### src/rtl/cpu_run_ctrl.sv
// rtl/cpu_run_ctrl.sv - clock-enable run controller and CPU output latch bank
// Optional BREAKPOINT_EN adds the PC breakpoint and HALT state.
module cpu_run_ctrl #(
  parameter int DATA_W    = 16,
  parameter int ADDR_W    = 15,
  parameter int PC_W      = 15,
  parameter int DIV_RATIO = 2,
  parameter int CNT_W     = 8,
  parameter int NUM_CHAN  = 4,
  parameter int BASE_ADDR = 2,
  localparam int SEL_W    = (NUM_CHAN > 1) ? $clog2(NUM_CHAN) : 1
) (
  input  logic                       clk,
  input  logic                       reset,
  input  logic                       run_mode,
  input  logic                       step_pulse,
  input  logic [CNT_W-1:0]           burst_len,
  input  logic [PC_W-1:0]            pc,
  input  logic [PC_W-1:0]            bp_addr,
  input  logic                       bp_enable,
  input  logic                       writeM,
  input  logic [ADDR_W-1:0]          addressM,
  input  logic [DATA_W-1:0]          outM,
  input  logic [SEL_W-1:0]           chan_sel,
  output logic                       cpu_ce,
  output logic                       halted,
  output logic [1:0]                 state,
  output logic [NUM_CHAN*DATA_W-1:0] chan_data,
  output logic [DATA_W-1:0]          led_out
);

  localparam logic [1:0] S_MANUAL = 2'd0;
  localparam logic [1:0] S_RUN    = 2'd1;
  localparam logic [1:0] S_BURST  = 2'd2;
  localparam logic [1:0] S_HALT   = 2'd3;

  localparam int PRE_W = $clog2(DIV_RATIO);
  localparam logic [PRE_W-1:0] PRE_LAST = PRE_W'(DIV_RATIO - 1);

  logic [PRE_W-1:0]  pre;
  logic [CNT_W-1:0]  burst_cnt;
  logic              tick;
  logic              bp_hit;
  logic [DATA_W-1:0] lat [NUM_CHAN];

  assign tick = (state == S_RUN || state == S_BURST) && (pre == PRE_LAST);

`ifdef BREAKPOINT_EN
  assign bp_hit = bp_enable && (pc == bp_addr);
`else
  // Without the breakpoint, HALT is never entered and halted stays 0.
  logic unused_bp;
  assign unused_bp = ^{bp_addr, bp_enable, pc};
  assign bp_hit    = 1'b0;
`endif

  always_ff @(posedge clk or posedge reset) begin
    if (reset) begin
      state     <= S_MANUAL;
      cpu_ce    <= 1'b0;
      halted    <= 1'b0;
      pre       <= '0;
      burst_cnt <= '0;
    end else begin
      cpu_ce <= 1'b0;
      if (state == S_RUN || state == S_BURST)
        pre <= tick ? '0 : pre + PRE_W'(1);
      case (state)
        S_MANUAL: begin
          if (run_mode) begin
            state <= S_RUN;
            pre   <= '0;
          end else if (step_pulse) begin
            if (burst_len <= CNT_W'(1)) begin
              cpu_ce <= 1'b1;
            end else begin
              state     <= S_BURST;
              burst_cnt <= burst_len;
              pre       <= '0;
            end
          end
        end
        S_RUN: begin
          if (!run_mode) begin
            state <= S_MANUAL;
          end else if (tick) begin
            if (bp_hit) begin
              state  <= S_HALT;
              halted <= 1'b1;
            end else begin
              cpu_ce <= 1'b1;
            end
          end
        end
        S_BURST: begin
          if (tick) begin
            if (bp_hit) begin
              state     <= S_HALT;
              halted    <= 1'b1;
              burst_cnt <= '0;
            end else begin
              cpu_ce    <= 1'b1;
              burst_cnt <= burst_cnt - CNT_W'(1);
              if (burst_cnt == CNT_W'(1))
                state <= S_MANUAL;
            end
          end
        end
        default: begin
          // Stepping out of HALT executes the breakpoint instruction itself.
          if (step_pulse) begin
            cpu_ce <= 1'b1;
            halted <= 1'b0;
            pre    <= '0;
            state  <= run_mode ? S_RUN : S_MANUAL;
          end
        end
      endcase
    end
  end

  for (genvar i = 0; i < NUM_CHAN; i++) begin : g_chan
    logic hit;
    assign hit = cpu_ce && writeM && (32'(addressM) == 32'(BASE_ADDR + i));

    always_ff @(posedge clk or posedge reset) begin
      if (reset)
        lat[i] <= '0;
      else if (hit)
        lat[i] <= outM;
    end

    assign chan_data[i*DATA_W +: DATA_W] = lat[i];
  end

  always_ff @(posedge clk or posedge reset) begin
    if (reset)
      led_out <= '0;
    else if (32'(chan_sel) < NUM_CHAN)
      led_out <= lat[chan_sel];
    else
      led_out <= '0;
  end

endmodule

### config.mk
export PLATFORM = sky130hd
export DESIGN_NAME = cpu_run_ctrl
export DESIGN_NICKNAME = d
export VERILOG_FILES = /design/src/rtl/cpu_run_ctrl.sv
export SDC_FILE = /design/constraint.sdc
export NUM_CORES = 1
export LEC_CHECK = 0
export ABC_AREA = 0
export BUFFER_PORTS_ARGS = -buffer_cell sky130_fd_sc_hd__buf_2
export CELL_PAD_IN_SITES_DETAIL_PLACEMENT = 1
export CELL_PAD_IN_SITES_GLOBAL_PLACEMENT = 2
export CORE_ASPECT_RATIO = 1.1
export CORE_MARGIN = 3
export CORE_UTILIZATION = 29
export CTS_CLUSTER_SIZE = 10
export DETAILED_ROUTE_END_ITERATION = 6
export GPL_TIMING_DRIVEN = 1
export PLACE_DENSITY_LB_ADDON = 0.1
export REMOVE_ABC_BUFFERS = 1
export SYNTH_ARGS = -nofsm -noshare
export SYNTH_HDL_FRONTEND = slang
export SYNTH_SLANG_ARGS = --single-unit
### constraint.sdc
create_clock -name clk -period 3.18 [get_ports clk]
set_input_delay 0.636 -clock clk [delete_from_list [all_inputs] [get_ports clk]]
set_output_delay 0.636 -clock clk [all_outputs]
set_load 0.005 [all_outputs]
# After elaboration in Yosys (flattened, before gate mapping)
# Index checks and enable logic that the tools add are counted.
[classes]
n_addsub = 2
n_lt_le_gt_ge = 2
n_eq_ne = 15
muxes = 31
n_bitwise = 1
reduce_logical = 13
[ops]
columns = ["cell", "count"]
rows = [
  ["binary-select mux 16 bit (select 2 bit)", 1],
  ["2-to-1 mux 16 bit", 2],
  ["2-to-1 mux 8 bit", 4],
  ["equality test 15 x 2 -> 1 bit, second input constant", 2],
  ["equality test 15 x 3 -> 1 bit, second input constant", 2],
  ["case mux 8 bit (2 select lines)", 1],
  ["2-to-1 mux 2 bit", 7],
  ["2-to-1 mux 1 bit", 13],
  ["!= test 2 bit, second input constant", 5],
  ["equality test 8 x 1 -> 1 bit, second input constant", 1],
  ["<= comparator 8 x 1 -> 1 bit, second input constant", 1],
  ["subtractor 8 x 1 -> 8 bit, second input constant", 1],
  ["logical AND 1 bit", 6],
  ["!= test 3 bit, second input constant", 2],
  ["case mux 2 bit (3 select lines)", 1],
  ["AND reduction 6 bit", 1],
  ["AND reduction 5 bit", 1],
  ["nonzero test 4 bit", 1],
  ["greater-or-equal comparator 3 bit, second input constant", 1],
  ["inverter 2 -> 3 bit", 1],
  ["case mux 1 bit (3 select lines)", 1],
  ["equality test 2 x 1 -> 1 bit, second input constant", 1],
  ["equality test 2 bit, second input constant", 1],
  ["zero test 2 bit", 1],
  ["other kinds (6)", 6],
]
[totals]
reg_bits = 92
inputBits = 77
out_inout_bits = 84
elab_cells = 73

# Longest topological paths before layout
[logic_depth]
ltp_word = 9
mapped_depth = 7
ltp_nobuf = 6

# Worst setup path after synthesis
# No wires, ideal clock.
[synth_timing]
path_kind = "input to register"
from = "input port addressM[11]"
to = "register lat (netlist bit chan_data[32])"
setup_ns = 0.128
t_arrival_ns = 1.974
setup_slack_ns = 1.079
cell_stages = 5
cell_sequence = "nor4_1 -> nand4_1 -> nor2_4 -> buf_4 -> mux2_1"
[synth_via]
elab_chain_len = 2
[synth_lines]
columns = ["item", "line", "source"]
rows = [
  ["start: declaration", "22", "input logic [ADDR_W-1:0] addressM,"],
  ["equality test 15 x 3 -> 1 bit", "124", "assign hit = cpu_ce && writeM && (32'(addressM) == 32'(BASE_ADDR + i));"],
  ["logical AND 1 bit", "124", ""],
  ["end signal: indexed assignment", "130", "lat[i] <= outM;"],
  ["end: declaration", "44", "logic [DATA_W-1:0] lat [NUM_CHAN];"],
]
# No other way between the ends.
# A chain may end at the register's enable or synchronous reset.

# Final worst setup path
[layout_timing]
from = "register state[1]"
to = "register burst_cnt[1]"
[layout_via]
elab_chain_len = 5
[layout_lines]
columns = ["item", "line", "source"]
rows = [
  ["start: declaration", "27", "output logic [1:0] state,"],
  ["start signal: assignment", "115", "state <= run_mode ? S_RUN : S_MANUAL;"],
  ["equality test 2 x 1 -> 1 bit / equality test 2 bit (equally long branches)", "46, 68", ""],
  ["logical OR 1 bit", "46", "assign tick = (state == S_RUN || state == S_BURST) && (pre == PRE_LAST);"],
  ["logical AND 1 bit", "46", ""],
  ["!= test 2 bit (no line)", "--", ""],
  ["AND reduction 5 bit (no line)", "--", ""],
  ["end signal: assignment", "78", "burst_cnt <= burst_len;"],
  ["end signal: assignment", "103", "burst_cnt <= burst_cnt - CNT_W'(1);"],
  ["end: declaration", "41", "logic [CNT_W-1:0] burst_cnt;"],
]
# Several ways; a longest one is shown, not always the timed one.

==> flow_metrics.py <==
metrics = {
    "clock_network": {
        "postCtsHoldBufs": 0,
        "clock_tree.root_cell": "clkbuf_16",
        "h-tree-depth": 3,
        "clockBufferDepth": 2,
        "cts_setup_buffers": 0,
        "ctsResizeCount": 0,
        "cts_tree": "done",
        "numCtsBuffers": 9,
        "cts.sinks": 92,
        "clk_latency_ns": 0.34,
        "clk_transition_reported_paths_ns": 0.06,
    },
    "timing": {
        "setup_tns_ns": 0,
        "max_slew_margin_pct": 53.2,
        "hold_viol_final": 0,
        "finClkSkew_ns": 0.00271,
        "holdWs_ns": 0.411,
        "rsz0062_at_grt": "no",
        "drv_slew": 0,
        "period_share_pct": 63.9,
        "period_needed_ns": 2.03,
        "finalSetupViolCount": 0,
        "worst_pin_slew_ns": 0.701,
        "fmax_mhz": 492,
    },
    "run_status": {
        "status": "finished clean",
    },
    "logic_synthesis": {
        "synth_common_cells": "92 x dfrtp_1, 64 x mux2_1, 16 x mux4_2",
        "synthesis.area_um2": 4180,
        "synth_ff_type": "dfrtp_1",
        "synth_edf_count": 0,
        "yosys.cell_types.count": 47,
        "yosys_warnings": 0,
        "yosys-top-cells-area": "dfrtp_1 55%, mux2_1 17%, mux4_2 8.6%",
        "synth-seq-cells": 92,
        "syn_inst": 284,
        "yosys.area.top_type": "dfrtp_1",
        "synthArstFlopShare_pct": 100,
        "synth_top_area_share_pct": 55.1,
        "synth_most_common_cell": "dfrtp_1",
        "syn_avg_cell_area_um2": 14.7,
        "yosysSeqAreaShare_pct": 55.1,
    },
    "global_route": {
        "grt_pass1_vias": 3080,
        "grt_max_degree": 53,
        "grt.overflow.total": 0,
        "antenna_found_initial": 0,
        "grt_pass1_wl_um": 17700,
        "grt_usage_pct": 14.5,
    },
    "worst_setup_path": {
        "r2r_start": "state[1]",
        "critPathMostFrequentCell": "mux2i_1",
        "startpoint_type": "flip-flop",
        "timing.rr.end": "burst_cnt[1]",
        "slowest_delay_ns": 0.50,
        "crit_fanout": 14,
        "worstSetupPathType": "flip-flop to flip-flop",
        "crit_path_start": "state[1]",
        "cp_cell_sequence": "inv_1, ha_1, mux2i_1, buf_4, a21oi_1, mux2i_1",
        "cp-endpoint": "burst_cnt[1]",
        "cp.arrival_ns": 2.30,
        "cp_slowest_cell": "ha_1",
        "r2r_cells": 6,
        "required_ns": 3.44,
        "critPathCaptureType": "flip-flop",
        "reg2reg_slack_ns": 1.15,
    },
    "detailed_routing": {
        "drc": 0,
        "first_pass_iters": 4,
        "maxUsedRoutingLayer": "met4",
        "route.met2.wl_um": 5830,
        "wl_per_cell_um": 18.4,
        "avgViaCountPerCell": 4.72,
        "wl_um": 11300,
        "drtIter0Drc": 112,
        "wl_met3_um": 630,
        "num_vias": 2880,
        "drtAntennaViolNets": 0,
        "met1_length_um": 4610,
    },
    "layout": {
        "finish.utilization_pct": 38.0,
        "drive_above_1_share_pct": 41.5,
        "num-fill-cells": 1529,
        "syn_to_final_growth_pct": 26.9,
        "multi_input_comb_area_um2": 1750,
        "final-seq-area_um2": 2300,
        "insertedDiodeCount": 0,
        "nets": 502,
    },
    "power": {
        "switchingPower_uw": 926,
        "peakVddDrop_v": 0.000332,
        "internal_power_uw": 2080,
        "p_sw_share_pct": 30.9,
        "total_leakage_power_uw": 0.00283,
        "power_density_nw_per_um2": 566,
        "comb_power_share_pct": 23.1,
        "total_power_uw": 3000,
        "seq_power_share_pct": 44.3,
        "power_frac_clock_pct": 32.6,
    },
    "floorplanning": {
        "start_util_pct": 29.9,
        "core_um2": 14000,
        "fp.dieH_um": 132,
        "dieArea_um2": 15900,
        "ioPinCount": 161,
        "die_w_um": 120,
        "fp-row-count": 45,
    },
    "placement": {
        "dp_hpwl_um": 7950,
        "gp_congestion": 0.750,
        "io_buffers": 128,
    },
    "min_path": {
        "hold_class": "input port to asynchronous set/reset pin",
    },
    "flow_run": {
        "maxCapViolations": 0,
    },
}
-- stage by stage --
step | cells | setup slack (ns) | cell area [µm²]
4_1_cts | 610 | 1.12 | 5300
3_5_place_dp | 594 | 0.757 | 5040
3_3_place_gp | 594 | 0.791 | 5040
2_1_floorplan | 271 | 0.152 | 4090
5_1_grt | 610 | 0.991 | 5300
6_report | 610 | 1.15 | 5300
-- kinds of logic after synthesis --
family,synth area share (%)
AO/OA/AOI/OAI,7.31
adder cells (fa/ha/maj),2.40
buffers and inverters,2.85
flip-flops,55.1
multiplexers,26.6
other,0.0898
AND/OR/NAND/NOR,5.60
-- area by class of cell --
class / count / share of cell area, %
Sequential cell: 92 / 43.4
Clock buffer: 12 / 4.46
Clock inverter: 4 / 0.496
Inverter: 10 / 0.755
Multi-Input combinational cell: 169 / 33.1
Tap cell: 188 / 4.44
Timing Repair Buffer: 135 / 13.3
-- worst min path at each step --
stage                     cells past startpoint          start            end
after CTS                                     2          reset       state[1]
after detailed placement                      1  chan_data[14]  chan_data[14]
after global routing                          2          reset       state[1]
after global placement                        1   chan_data[2]   chan_data[2]
after floorplan                               2   burst_cnt[6]   burst_cnt[6]
final                                         2          reset       state[1]
-- metal layers --
layer,up-vias,GRT usage [%]
met5,-,0
met4,0,5.92
met3,11,3.78
met2,73,24.8
met1,1465,17.4
li1,1331,-
-- cells in the final DEF, fill, tap and decap left out, types with 5 or more instances in the layout --
cell / netlist / final
ha_1: 8 / 8
buf_2: 1 / 128
mux4_2: 16 / 16
dfrtp_1: 92 / 92
buf_4: 5 / 6
a221oi_1: 5 / 5
inv_1: 10 / 9
clkbuf_16: 0 / 9
nor2_1: 6 / 6
mux2_1: 64 / 64
-- state kept, by name (all words and copies together) (netlist names) --
register / flops
cpu_ce: 1
state: 2
chan_data: 64
led_out: 16
burst_cnt: 8
pre: 1
-- power by group through the flow --
stage	clock [µW]	sequential, µW	combinational [µW]
3_3_place_gp	0	1350	694
4_1_cts	1020	1330	706
3_5_place_dp	0	1350	701
2_1_floorplan	0	1330	473
6_report	978	1330	695
5_1_grt	1070	1340	783
-- worst max-delay path: cells and delay by family, from the launching register on --
| kind | cells | cell delay, ns |
|---|---|---|
| flip-flops | 1 | 0.42 |
| AO/OA/AOI/OAI | 1 | 0.36 |
| adder cells (fa/ha/maj) | 1 | 0.50 |
| buffers and inverters | 2 | 0.30 |
| multiplexers | 2 | 0.37 |
No activity file was read; power rests on OpenSTA's default activity.
